### src/rtl/shiftsub_div_pkg.sv
// Shared types and sizing helpers for the shift-subtract divider.
package shiftsub_div_pkg;

  typedef enum logic [1:0] {IDLE, RUN, DONE} div_state_t;

  // Step counter width: enough bits to count 0..bw-1.
  function automatic int cnt_w(input int bw);
    return (bw > 1) ? $clog2(bw) : 1;
  endfunction

endpackage

### src/rtl/shiftsub_div_if.sv
// Start/done operand bus of the divider; master = requester, slave = divider.
interface shiftsub_div_if #(
  parameter int BW = 4
);
  logic          inval;
  logic [BW-1:0] inA;
  logic [BW-1:0] inB;
  logic [BW-1:0] quot;
  logic [BW-1:0] rem;
  logic          outval;
  logic          divStarted;
  logic          divzero;

  modport master (
    output inval, inA, inB,
    input  quot, rem, outval, divStarted, divzero
  );

  modport slave (
    input  inval, inA, inB,
    output quot, rem, outval, divStarted, divzero
  );
endinterface

### src/rtl/shiftsub_div_step.sv
// One combinational restoring-division step: shift in a bit, trial-subtract.
module shiftsub_div_step #(
  parameter int BW = 4
) (
  input  logic [BW:0]   r,
  input  logic          in_bit,
  input  logic [BW-1:0] divisor,
  output logic [BW:0]   r_nxt,
  output logic          qbit
);

  logic [BW:0] shifted;
  logic [BW:0] trial;

  assign shifted = {r[BW-1:0], in_bit};
  assign trial   = shifted - {1'b0, divisor};

  // r[BW] set would mean the shifted value already exceeds any divisor.
  assign qbit  = r[BW] | ~trial[BW];
  assign r_nxt = qbit ? trial : shifted;

endmodule

### src/rtl/shiftsub_div.sv
// Iterative restoring divider, one quotient bit per clock, with divide-by-zero flag.
// Define SHIFTSUB_DIV_SIGNED_EN for two's-complement operands (truncating division).
module shiftsub_div
  import shiftsub_div_pkg::*;
#(
  parameter int BW = 4
) (
  input  logic                 clk,
  input  logic                 rstn,
  shiftsub_div_if.slave        bus,
  output div_state_t           dbg_state
);

  localparam int CW = cnt_w(BW);

  // Handshake: inval is taken on a rising edge while the FSM is idle (this
  // includes the outval cycle, so ops can run back to back); once accepted,
  // divStarted stays high through the single-cycle outval pulse, and inval
  // is ignored until then. quot/rem/divzero hold until the next result.

  div_state_t    state_q, state_nxt;
  logic          accept, step_en, commit, last_step;
  logic [CW-1:0] cnt_q;
  logic [BW-1:0] dvd_q, dvs_q, a_q;
  logic [BW:0]   r_q, r_nxt;
  logic          qbit, dz_q;
  logic [BW-1:0] a_mag, b_mag, quot_fin, rem_fin;
  logic [BW-1:0] quot_q, rem_q;
  logic          outval_q, busy_q, divzero_q;

  assign last_step = (cnt_q == CW'(BW - 1));

  always_ff @(posedge clk or negedge rstn) begin
    if (!rstn) state_q <= IDLE;
    else       state_q <= state_nxt;
  end

  always_comb begin
    state_nxt = state_q;
    unique case (state_q)
      IDLE:    if (bus.inval) state_nxt = RUN;
      RUN:     if (last_step) state_nxt = DONE;
      DONE:    state_nxt = IDLE;
      default: state_nxt = IDLE;
    endcase
  end

  always_comb begin
    accept  = (state_q == IDLE) && bus.inval;
    step_en = (state_q == RUN);
    commit  = (state_q == DONE);
  end

  shiftsub_div_step #(.BW(BW)) u_step (
    .r       (r_q),
    .in_bit  (dvd_q[BW-1]),
    .divisor (dvs_q),
    .r_nxt   (r_nxt),
    .qbit    (qbit)
  );

`ifdef SHIFTSUB_DIV_SIGNED_EN
  logic a_neg_q, q_neg_q;

  assign a_mag = bus.inA[BW-1] ? -bus.inA : bus.inA;
  assign b_mag = bus.inB[BW-1] ? -bus.inB : bus.inB;
  // Most-negative / -1 falls out naturally: magnitude 2^(BW-1) reads back as most-negative.
  assign quot_fin = dz_q ? '1  : (q_neg_q ? -dvd_q : dvd_q);
  assign rem_fin  = dz_q ? a_q : (a_neg_q ? -r_q[BW-1:0] : r_q[BW-1:0]);

  always_ff @(posedge clk or negedge rstn) begin
    if (!rstn) begin
      a_neg_q <= 1'b0;
      q_neg_q <= 1'b0;
    end else if (accept) begin
      a_neg_q <= bus.inA[BW-1];
      q_neg_q <= bus.inA[BW-1] ^ bus.inB[BW-1];
    end
  end
`else
  assign a_mag    = bus.inA;
  assign b_mag    = bus.inB;
  assign quot_fin = dz_q ? '1  : dvd_q;
  assign rem_fin  = dz_q ? a_q : r_q[BW-1:0];
`endif

  always_ff @(posedge clk or negedge rstn) begin
    if (!rstn) begin
      cnt_q     <= '0;
      dvd_q     <= '0;
      dvs_q     <= '0;
      a_q       <= '0;
      r_q       <= '0;
      dz_q      <= 1'b0;
      quot_q    <= '0;
      rem_q     <= '0;
      divzero_q <= 1'b0;
      outval_q  <= 1'b0;
      busy_q    <= 1'b0;
    end else begin
      outval_q <= commit;
      busy_q   <= (state_q != IDLE) || accept;
      if (accept) begin
        dvd_q <= a_mag;
        dvs_q <= b_mag;
        a_q   <= bus.inA;
        r_q   <= '0;
        dz_q  <= (bus.inB == '0);
        cnt_q <= '0;
      end else if (step_en) begin
        r_q   <= r_nxt;
        dvd_q <= {dvd_q[BW-2:0], qbit};
        cnt_q <= last_step ? '0 : cnt_q + 1'b1;
      end
      if (commit) begin
        quot_q    <= quot_fin;
        rem_q     <= rem_fin;
        divzero_q <= dz_q;
      end
    end
  end

  assign bus.quot       = quot_q;
  assign bus.rem        = rem_q;
  assign bus.outval     = outval_q;
  assign bus.divStarted = busy_q;
  assign bus.divzero    = divzero_q;
  assign dbg_state      = state_q;

endmodule

### src/flat_wrapper.sv
// flat-port wrapper written by rule: the top's interface ports become plain ports
module shiftsub_div_flat import shiftsub_div_pkg::*;
#(
  parameter int BW = 4
)
  (clk, rstn, dbg_state, bus_inval, bus_inA, bus_inB, bus_quot, bus_rem, bus_outval, bus_divStarted, bus_divzero);
  shiftsub_div_if #(.BW(BW)) bus_i ();
  input  logic clk;
  input  logic rstn;
  output div_state_t dbg_state;
  input wire logic [$bits(bus_i.inval)-1:0] bus_inval;
  input wire logic [$bits(bus_i.inA)-1:0] bus_inA;
  input wire logic [$bits(bus_i.inB)-1:0] bus_inB;
  output wire logic [$bits(bus_i.quot)-1:0] bus_quot;
  output wire logic [$bits(bus_i.rem)-1:0] bus_rem;
  output wire logic [$bits(bus_i.outval)-1:0] bus_outval;
  output wire logic [$bits(bus_i.divStarted)-1:0] bus_divStarted;
  output wire logic [$bits(bus_i.divzero)-1:0] bus_divzero;
  assign bus_i.inval = bus_inval;
  assign bus_i.inA = bus_inA;
  assign bus_i.inB = bus_inB;
  assign bus_quot = bus_i.quot;
  assign bus_rem = bus_i.rem;
  assign bus_outval = bus_i.outval;
  assign bus_divStarted = bus_i.divStarted;
  assign bus_divzero = bus_i.divzero;
  shiftsub_div #(.BW(BW)) u_core (.clk(clk), .rstn(rstn), .bus(bus_i), .dbg_state(dbg_state));
endmodule
### config.mk
export PLATFORM = sky130hd
export DESIGN_NAME = shiftsub_div_flat
export DESIGN_NICKNAME = d
export VERILOG_FILES = /design/src/rtl/shiftsub_div_pkg.sv /design/src/rtl/shiftsub_div_if.sv /design/src/rtl/shiftsub_div_step.sv /design/src/rtl/shiftsub_div.sv /design/src/flat_wrapper.sv
export SDC_FILE = /design/constraint.sdc
export NUM_CORES = 1
export LEC_CHECK = 0
export CORE_ASPECT_RATIO = 1.25
export CORE_MARGIN = 5
export CORE_UTILIZATION = 47
export DETAILED_ROUTE_END_ITERATION = 10
export PLACE_DENSITY = 0.76
export SETUP_SLACK_MARGIN = 0.3
export SYNTH_ARGS = -nofsm -noshare
export SYNTH_HDL_FRONTEND = slang
export SYNTH_SLANG_ARGS = --single-unit
### constraint.sdc
create_clock -name clk -period 2.1 [get_ports clk]
set_input_delay 0.63 -clock clk [delete_from_list [all_inputs] [get_ports clk]]
set_output_delay 0.63 -clock clk [all_outputs]
set_load 0.05 [all_outputs]
**Yosys cells after proc, flatten, opt, wreduce, memory -nomap -nowiden**

Index checks and enable logic that the tools add are counted.

- Add/sub/neg operators: 2
- Reduce and logical (&&, ||, !) cells: 7
- Eq/ne operators: 5
- Bitwise logic cells: 2
- Mux-type cells: 13

Operator list:

| operator | number |
|---|---|
| $mux W4 | 4 |
| $mux W5 | 3 |
| $mux W2 | 5 |
| $sub A5 B4 Y5 | 1 |
| $eq A2 B2 Y1 const B | 2 |
| $logic_not A4 Y1 | 1 |
| $ne A2 B2 Y1 const B | 2 |
| $pmux W2 S2 | 1 |
| $reduce_bool A2 Y1 | 2 |
| $add A2 B1 Y2 const B | 1 |
| $eq A2 B1 Y1 const B | 1 |
| $logic_not A2 Y1 | 1 |
| $reduce_and A2 Y1 | 1 |
| $logic_and A1 B1 Y1 | 1 |
| $logic_or A1 B1 Y1 | 1 |
| $not A1 Y1 | 1 |
| $or A1 B1 Y1 | 1 |

- Register bits after elaboration: 33
- Output and inout port bits: 13
- Logic and storage cells: 41
- Input port bits: 11

**Logic depth before layout (Yosys ltp)**

Gate-level depths: netlist of run 1.

- Word-level depth: 6
- Depth in mapped cells: 8
- Gate-level depth less buffers: 8

**Cells and area by module**

From an unflattened synthesis of run 1, not the netlist that was laid out.

- Cells, all modules: 131
- Area total of the unflattened synthesis: 1652.8 um^2

By module, submodules not included:

| module | cells an instance | times used | sequential area each (um^2) | area each (um^2) |
|---|---|---|---|---|
| shiftsub_div | 103 | 1 | 825.8 | 1410.1 |
| shiftsub_div_step | 28 | 1 | 0.0 | 242.7 |

**Worst setup path after synthesis of run 1**

OpenSTA, ideal clock, no wires.

- Path kind: flip-flop to flip-flop
- Start point: register u_core.dvd_q[3]
- End point: register u_core.r_q[0]
- Arrival time: 1.945 ns
- Library setup time: 0.121 ns
- Data required time: 1.979 ns
- Setup slack: 0.034 ns
- Stages on the path, launching flop included: 9
- Path buffers: 0
- Clock period less this slack: 2.066 ns
- Cell sequence: dfrtp_1 > inv_1 > ha_1 > fa_1 > nand2b_2 > a21oi_4 > mux2i_4 > mux2i_1 > a22o_1

- Cells in the longest elaborated chain, start to end: 6

Ends and longest elaborated chain:

| item | RTL line | source |
|---|---|---|
| start: declaration | shiftsub_div.sv:24 | `logic [BW-1:0] dvd_q, dvs_q, a_q;` |
| start signal: assignment | shiftsub_div.sv:104 | `dvd_q <= a_mag;` |
| start signal: assignment | shiftsub_div.sv:112 | `dvd_q <= {dvd_q[BW-2:0], qbit};` |
| $sub A5 B4 Y5 | shiftsub_div_step.sv:16 | `assign trial = shifted - {1'b0, divisor};` |
| $not A1 Y1 | shiftsub_div_step.sv:19 | `assign qbit = r[BW] \| ~trial[BW];` |
| $or A1 B1 Y1 | shiftsub_div_step.sv:19 |  |
| $mux W5 * | shiftsub_div_step.sv:20 | `assign r_nxt = qbit ? trial : shifted;` |
| $mux W5 * | shiftsub_div.sv:110 | `end else if (step_en) begin` |
| $mux W5 * | shiftsub_div.sv:103 | `if (accept) begin` |
| end signal: assignment | shiftsub_div.sv:111 | `r_q <= r_nxt;` |
| end: declaration | shiftsub_div.sv:25 | `logic [BW:0] r_q, r_nxt;` |

Mark *: on every way between the ends. The rest lies on a longest branch, timed or not. The select of a mux whose other input is x is not followed.
A chain may end at the register's enable or synchronous reset.

**Worst setup path after layout of run 1**

- Start point: register u_core.dvs_q[0]
- End point: register u_core.r_q[3]

- Cells in the longest elaborated chain, start to end: 6

Ends and longest elaborated chain:

| item | RTL line | source |
|---|---|---|
| start: declaration | shiftsub_div.sv:24 |  |
| start signal: assignment | shiftsub_div.sv:105 | `dvs_q <= b_mag;` |
| $sub A5 B4 Y5 * | shiftsub_div_step.sv:16 |  |
| $not A1 Y1 | shiftsub_div_step.sv:19 |  |
| $or A1 B1 Y1 | shiftsub_div_step.sv:19 |  |
| $mux W5 * | shiftsub_div_step.sv:20 |  |
| $mux W5 * | shiftsub_div.sv:110 |  |
| $mux W5 * | shiftsub_div.sv:103 |  |

Marks and branches as above.

==> impl_metrics.tcl, run 1 <==
set metrics [dict create \
    status "complete, no violations" \
    final_common_cell "dfrtp_1" \
    drv_slew 0 \
    start_util 0.479 \
    layout_min_cycle_time_ns 2.03 \
    timing.fmax_mhz 493 \
    period_share 0.965 \
    cts_root_buf "clkbuf_8" \
    crit_fanout 5 \
    ys_warn_count 0 \
    n_antenna_cell 0 \
    dieWidth_um 60.8 \
    hold_violations 0 \
    r2r_slack_ns 0.07 \
    cap_violations 0 \
    setup_violations 0 \
    cp.arrival_ns 2.20 \
    clock_latency_ns 0.29 \
    cts.clk_slew.worst_paths_ns 0.07 \
    end_kind "register" \
    fin_nets 192 \
    first_pass_iters 4 \
    worst_slew_pin_slew_ns 0.488 \
    grt_pass1_wl_um 5180 \
    synth_fp_nets 156 \
    p_leak_uw 0.000927 \
    synth-seq-area-share 0.544 \
    numPortBuffers 23 \
    die_area_um2 4470 \
    fin_hold_ws_ns 0.486 \
    drc 0 \
    final_cell_mix "33 x dfrtp_1, 24 x nand2_1, 22 x buf_4" \
    syn_area_um2 1520 \
    ys_seq_elements 33 \
    ir_drop_mv 0.961 \
    relSlewSlack 0.676 \
    viasPerCell 5.24 \
    hold_buffers 0 \
    cts_sinks 33 \
    gp_congestion 0.743 \
    drive_gt1_frac 0.256 \
    ys_types 32 \
    startpoint "u_core.dvs_q[0]$_DFFE_PN0P_" \
    synth_top_cell_area_share 0.544 \
    grt_pass1_vias 1121 \
    hp-class "reg -> reg" \
    cts_tree "yes" \
    antenna_found_initial 0 \
    cts_made_buffers 5 \
    syn_avg_cell_area_um2 10.9 \
    finalWirelength_um 3130 \
    rows 23 \
    syn_inst 139 \
    r2r-start "u_core.dvs_q[0]$_DFFE_PN0P_" \
    grt_usage 0.163 \
    drt_iter0_drc 24 \
    worstSetupPathType "reg -> reg" \
    cts_buffer_depth 2 \
    grt_max_degree 34 \
    core_um2 3170 \
    cp-start-kind "register" \
    overflow 0 \
    hold_start "u_core.bus.rem[1]$_DFFE_PN0P_" \
    die_y_um 73.5 \
    post-dp-hpwl_um 2320 \
    rsz0062_at_grt "true" \
    yosys-top-cells-area "dfrtp_1 54%, nand2_1 5.9%, mux2i_1 5.3%, mux2_2 5.2%, o21ai_0 4.6%" \
    final_core_util 0.614 \
    num_io_pins 24 \
    avgRoutedWirePerCell_um 14.7 \
    areaGrowthSynthToFinish_pct 28.0 \
    antenna_left 0 \
    vias 1116 \
    clock-skew-final_ns 0.00627 \
    cts_max_level 2 \
    cp.required_ns 2.27 \
    power.density_nw_per_um2 1920 \
    synth_largest_area_cell "dfrtp_1" \
]
[synthesized netlist by cell type]
cell and number:
nand3_1 1, o21ai_1 2, and2_1 1, nor2b_1 1
and2b_1 1, o31ai_1 1, a22o_1 2, nand2b_1 2
nor3_1 2, o21bai_1 1, mux2i_1 8, o21ai_0 14
xnor2_1 1, fa_1 1, dfrtp_1 33, nor2_1 8
clkbuf_1 4, mux2_2 7, buf_2 2, nor3b_1 1
a221o_1 1, xor2_1 1, or3_1 1, a21oi_4 1
nor4_1 1, nand2b_2 1, a22oi_1 3, a21oi_1 1
inv_1 6, ha_1 5, nand2_1 24, mux2i_4 1
[what timing repair did]
action,4_1_cts,5_1_grt
endpoints found under the setup margin,6,7
cloned,0,0
pin swaps,4,2
resized for setup,1,3
setup buffers,1,2
[report_power, final]
group / switching [µW] / total, µW / internal, µW
Combinational: 1180 / 2130 / 947
Sequential: 214 / 1150 / 934
Clock: 232 / 461 / 229
[cell families after synthesis]
kind of cell,share of synthesized area
adders and majority gates,0.0544
DFF,0.544
and+or+nand+nor,0.129
AOI/OAI and AO/OA,0.110
muxes,0.120
buffers and inverters,0.0313
xor gates and xnor gates,0.0115
[registers in the layout, summed over array words and instances, names as in the netlist]
| signal | count |
|---|---|
| u_core.cnt_q | 2 |
| u_core.dz_q | 1 |
| u_core.a_q | 4 |
| u_core.bus.divStarted | 1 |
| u_core.dvd_q | 4 |
| u_core.dbg_state | 2 |
| u_core.bus.outval | 1 |
| u_core.bus.divzero | 1 |
| u_core.dvs_q | 4 |
| u_core.r_q | 5 |
| u_core.bus.rem | 4 |
| u_core.bus.quot | 4 |
[worst max-delay path, cell delays in order (launching register included)]
cell and delay, ns:
dfrtp_1 0.41, ha_4 0.17, fa_2 0.34, nand2b_4 0.15
a21oi_4 0.17, mux2i_4 0.36, mux2i_1 0.24, o21ai_1 0.07
[metrics by stage]
stage / worst slack [ns] / TNS [ns] / area [µm²] / cells / power, µW
6_report: 0.0727 / 0 / 1940 / 213 / 3740
2_1_floorplan: 0.122 / 0 / 1540 / 139 / 2590
3_3_place_gp: 0.0628 / 0 / 1830 / 202 / 3090
5_1_grt: -0.0240 / -0.0240 / 1940 / 213 / 4000
3_5_place_dp: 0.0148 / 0 / 1830 / 202 / 3190
4_1_cts: 0.0782 / 0 / 1920 / 211 / 3690
[metal layers]
metal,GRT usage,vias up,part of all wire
li1,-,541,-
met1,0.182,540,0.41
met2,0.270,26,0.50
met3,0.0580,9,0.066
met4,0.0795,0,0.025
met5,0,-,0
[worst paths after layout]
check                                                  end  cells past startpoint
min in group asynchronous  u_core.bus.divStarted$_DFF_PN0_                      2
max in group asynchronous      u_core.dvs_q[1]$_DFFE_PN0P_                      2
max                              u_core.r_q[3]$_DFFE_PN0P_                      7
max reg2reg                      u_core.r_q[3]$_DFFE_PN0P_                      7
min reg2reg                  u_core.bus.rem[1]$_DFFE_PN0P_                      2
min                          u_core.bus.rem[1]$_DFFE_PN0P_                      2
[layout make-up]
class	count	area, µm²
Multi-Input combinational cell	94	669
Clock buffer	6	72.6
Inverter	6	22.5
Fill cell	276	1220
Clock inverter	2	10.0
Sequential cell	33	826
Tap cell	37	46.3
Timing Repair Buffer	35	297
(Power assumes the default switching activity.)
==> run 2, diff against run 1 <==
Settings changed: CAP_MARGIN from default to 20, REMOVE_ABC_BUFFERS from default to 1.
==> impl_metrics.tcl, run 2 (synthesis gave the netlist of run 1 again) <==
set metrics [dict create \
    status "complete, no violations" \
    largest_register_ffs 5 \
    rr_worst_depth 8 \
    cp_slowest_cell "dfrtp_1" \
    clock-skew-final_ns 0.00454 \
    p_seq_frac 0.299 \
    cp.required_ns 2.26 \
    fillers 261 \
    whs_path_depth 2 \
    grt_usage 0.153 \
    grt_pass1_vias 1139 \
    r2r-start "u_core.dvd_q[3]$_DFFE_PN0P_" \
    die_y_um 73.5 \
    relSlewSlack 0.681 \
    final_cell_mix "33 x dfrtp_1, 24 x nand2_1, 23 x buf_4" \
    gp_congestion 0.835 \
    crit_family "multiplexers" \
    power.density_nw_per_um2 1930 \
    hold_violations 0 \
    timing.fmax_mhz 483 \
    ir_drop_mv 1.05 \
    regToRegEndpoint "u_core.r_q[3]$_DFFE_PN0P_" \
    grt_pass1_wl_um 4950 \
    cts_tree "yes" \
    p_leak_uw 0.000939 \
    post-dp-hpwl_um 2250 \
    final_common_cell "dfrtp_1" \
    crit_path_max_incr_delay_ns 0.37 \
    top_register "u_core.r_q" \
    hold_end "u_core.bus.quot[2]$_DFFE_PN0P_" \
    cp.arrival_ns 2.23 \
    hp-class "reg -> reg" \
    cp-start-kind "register" \
    switching_share 0.426 \
    path_buf_inv 1 \
    drc 0 \
    rsz0062_at_grt "true" \
    drt_iter0_drc 18 \
    vias 1110 \
    antenna_found_initial 0 \
    cts_sinks 33 \
    antenna_left 0 \
    hold_start "u_core.bus.quot[2]$_DFFE_PN0P_" \
    crit_fanout 5 \
    worstSetupPathType "reg -> reg" \
    worst_slew_pin_slew_ns 0.480 \
    avgRoutedWirePerCell_um 14.4 \
    rows 23 \
    cts_max_level 2 \
    grt_max_degree 34 \
    dieWidth_um 60.8 \
    cts_buffer_depth 2 \
    pwr-share-clk 0.138 \
    p_switching_uw 1630 \
    final_core_util 0.625 \
    setup_violations 0 \
    die_area_um2 4470 \
    first_pass_iters 4 \
    p_comb_frac 0.563 \
    viasPerCell 5.19 \
    cts_made_buffers 5 \
    period_share 0.986 \
    overflow 0 \
    num_io_pins 24 \
    cap_violations 0 \
    drive_gt1_frac 0.271 \
    areaGrowthSynthToFinish_pct 30.4 \
    core_um2 3170 \
    end_kind "register" \
    finalWirelength_um 3080 \
    p_total_uw 3830 \
    numPortBuffers 23 \
    n_antenna_cell 0 \
    cts_root_buf "clkbuf_8" \
    fin_nets 193 \
    fin_hold_ws_ns 0.478 \
    layout_min_cycle_time_ns 2.07 \
    clock_latency_ns 0.29 \
    start_util 0.479 \
    path_cells "inv_2 > ha_4 > fa_2 > nand2b_4 > a21oi_4 > mux2i_4 > mux2i_1 > o21ai_1" \
    cts.clk_slew.worst_paths_ns 0.07 \
    hold_buffers 0 \
    setup_ws_ns 0.0304 \
    r2r_slack_ns 0.03 \
    p_int_uw 2200 \
    pre_cts_ws_ns -0.140 \
    drv_slew 0 \
]
[run 2: cell types whose count changed in the layout (fill, tap and decap cells not counted)]
| cell | change |
|---|---|
| dlygate4sd2_1 | -1 |
| clkinv_2 | -1 |
| clkdlybuf4s15_1 | +1 |
| nor2_2 | +1 |
| nor2_1 | -1 |
| clkbuf_8 | +2 |
| buf_4 | +1 |
| clkbuf_1 | -1 |
| nor3b_4 | +1 |
| nor3b_2 | -1 |
[run 2: per-layer routing]
metal / global-route usage / vias to the layer above / routed length, µm
met5: 0 / - / 0
met4: 0.0843 / 0 / 95
met3: 0.0510 / 10 / 194
met1: 0.158 / 522 / 1210
li1: - / 547 / -
met2: 0.265 / 31 / 1580
[run 2: cell type report]
class	instances	area [µm²]	area share
sequential	33	826	0.417
multi-input combinational	94	678	0.343
timing repair buffer	36	305	0.154
clock buffer	7	96.3	0.0487
tap	37	46.3	0.0234
inverter	6	22.5	0.0114
clock inverter	1	5.00	0.00253
[run 2: worst max path at each step]
stage                                    startpoint                        end  slack [ns]  cells past startpoint
floorplan           u_core.dbg_state[1]$_DFFE_PN0P_  u_core.r_q[0]$_DFFE_PN0P_       -0.54                      3
global placement        u_core.dvd_q[3]$_DFFE_PN0P_  u_core.r_q[2]$_DFFE_PN0P_        0.02                      8
detailed placement      u_core.dvd_q[3]$_DFFE_PN0P_  u_core.r_q[3]$_DFFE_PN0P_       -0.14                      8
CTS                     u_core.dvs_q[0]$_DFFE_PN0P_  u_core.r_q[3]$_DFFE_PN0P_       -0.02                      7
global route            u_core.dvd_q[3]$_DFFE_PN0P_  u_core.r_q[3]$_DFFE_PN0P_       -0.03                      8
finish                  u_core.dvd_q[3]$_DFFE_PN0P_  u_core.r_q[3]$_DFFE_PN0P_        0.03                      8
[run 2: power groups by stage]
stage / registers, µW / logic, µW / clock network, µW
2_1_floorplan: 1480 / 1030 / 0
3_3_place_gp: 1130 / 1910 / 0
3_5_place_dp: 1150 / 1980 / 0
4_1_cts: 1140 / 2090 / 541
5_1_grt: 1180 / 2330 / 560
6_report: 1140 / 2150 / 528
[run 2: stage by stage]
stage | area [µm²] | instances | setup TNS, ns
floorplan | 1490 | 133 | -6.80
global route | 1980 | 214 | -0.0608
global placement | 1810 | 202 | 0
CTS | 1950 | 212 | -0.0160
detailed placement | 1810 | 202 | -0.452
finish | 1980 | 214 | 0
[run 2: worst min-delay path: cells and delay by family, from the launching register on]
kind,cells,cell delay (ns)
compound gates,1,0.06
flops,1,0.34
simple gates,1,0.04
[run 2: timing repair]
item | in CTS | in global routing
buffers inserted | 2 | 2
setup endpoints to repair | 7 | 9
gates resized for setup | 7 | 5
pin swaps | 4 | 7
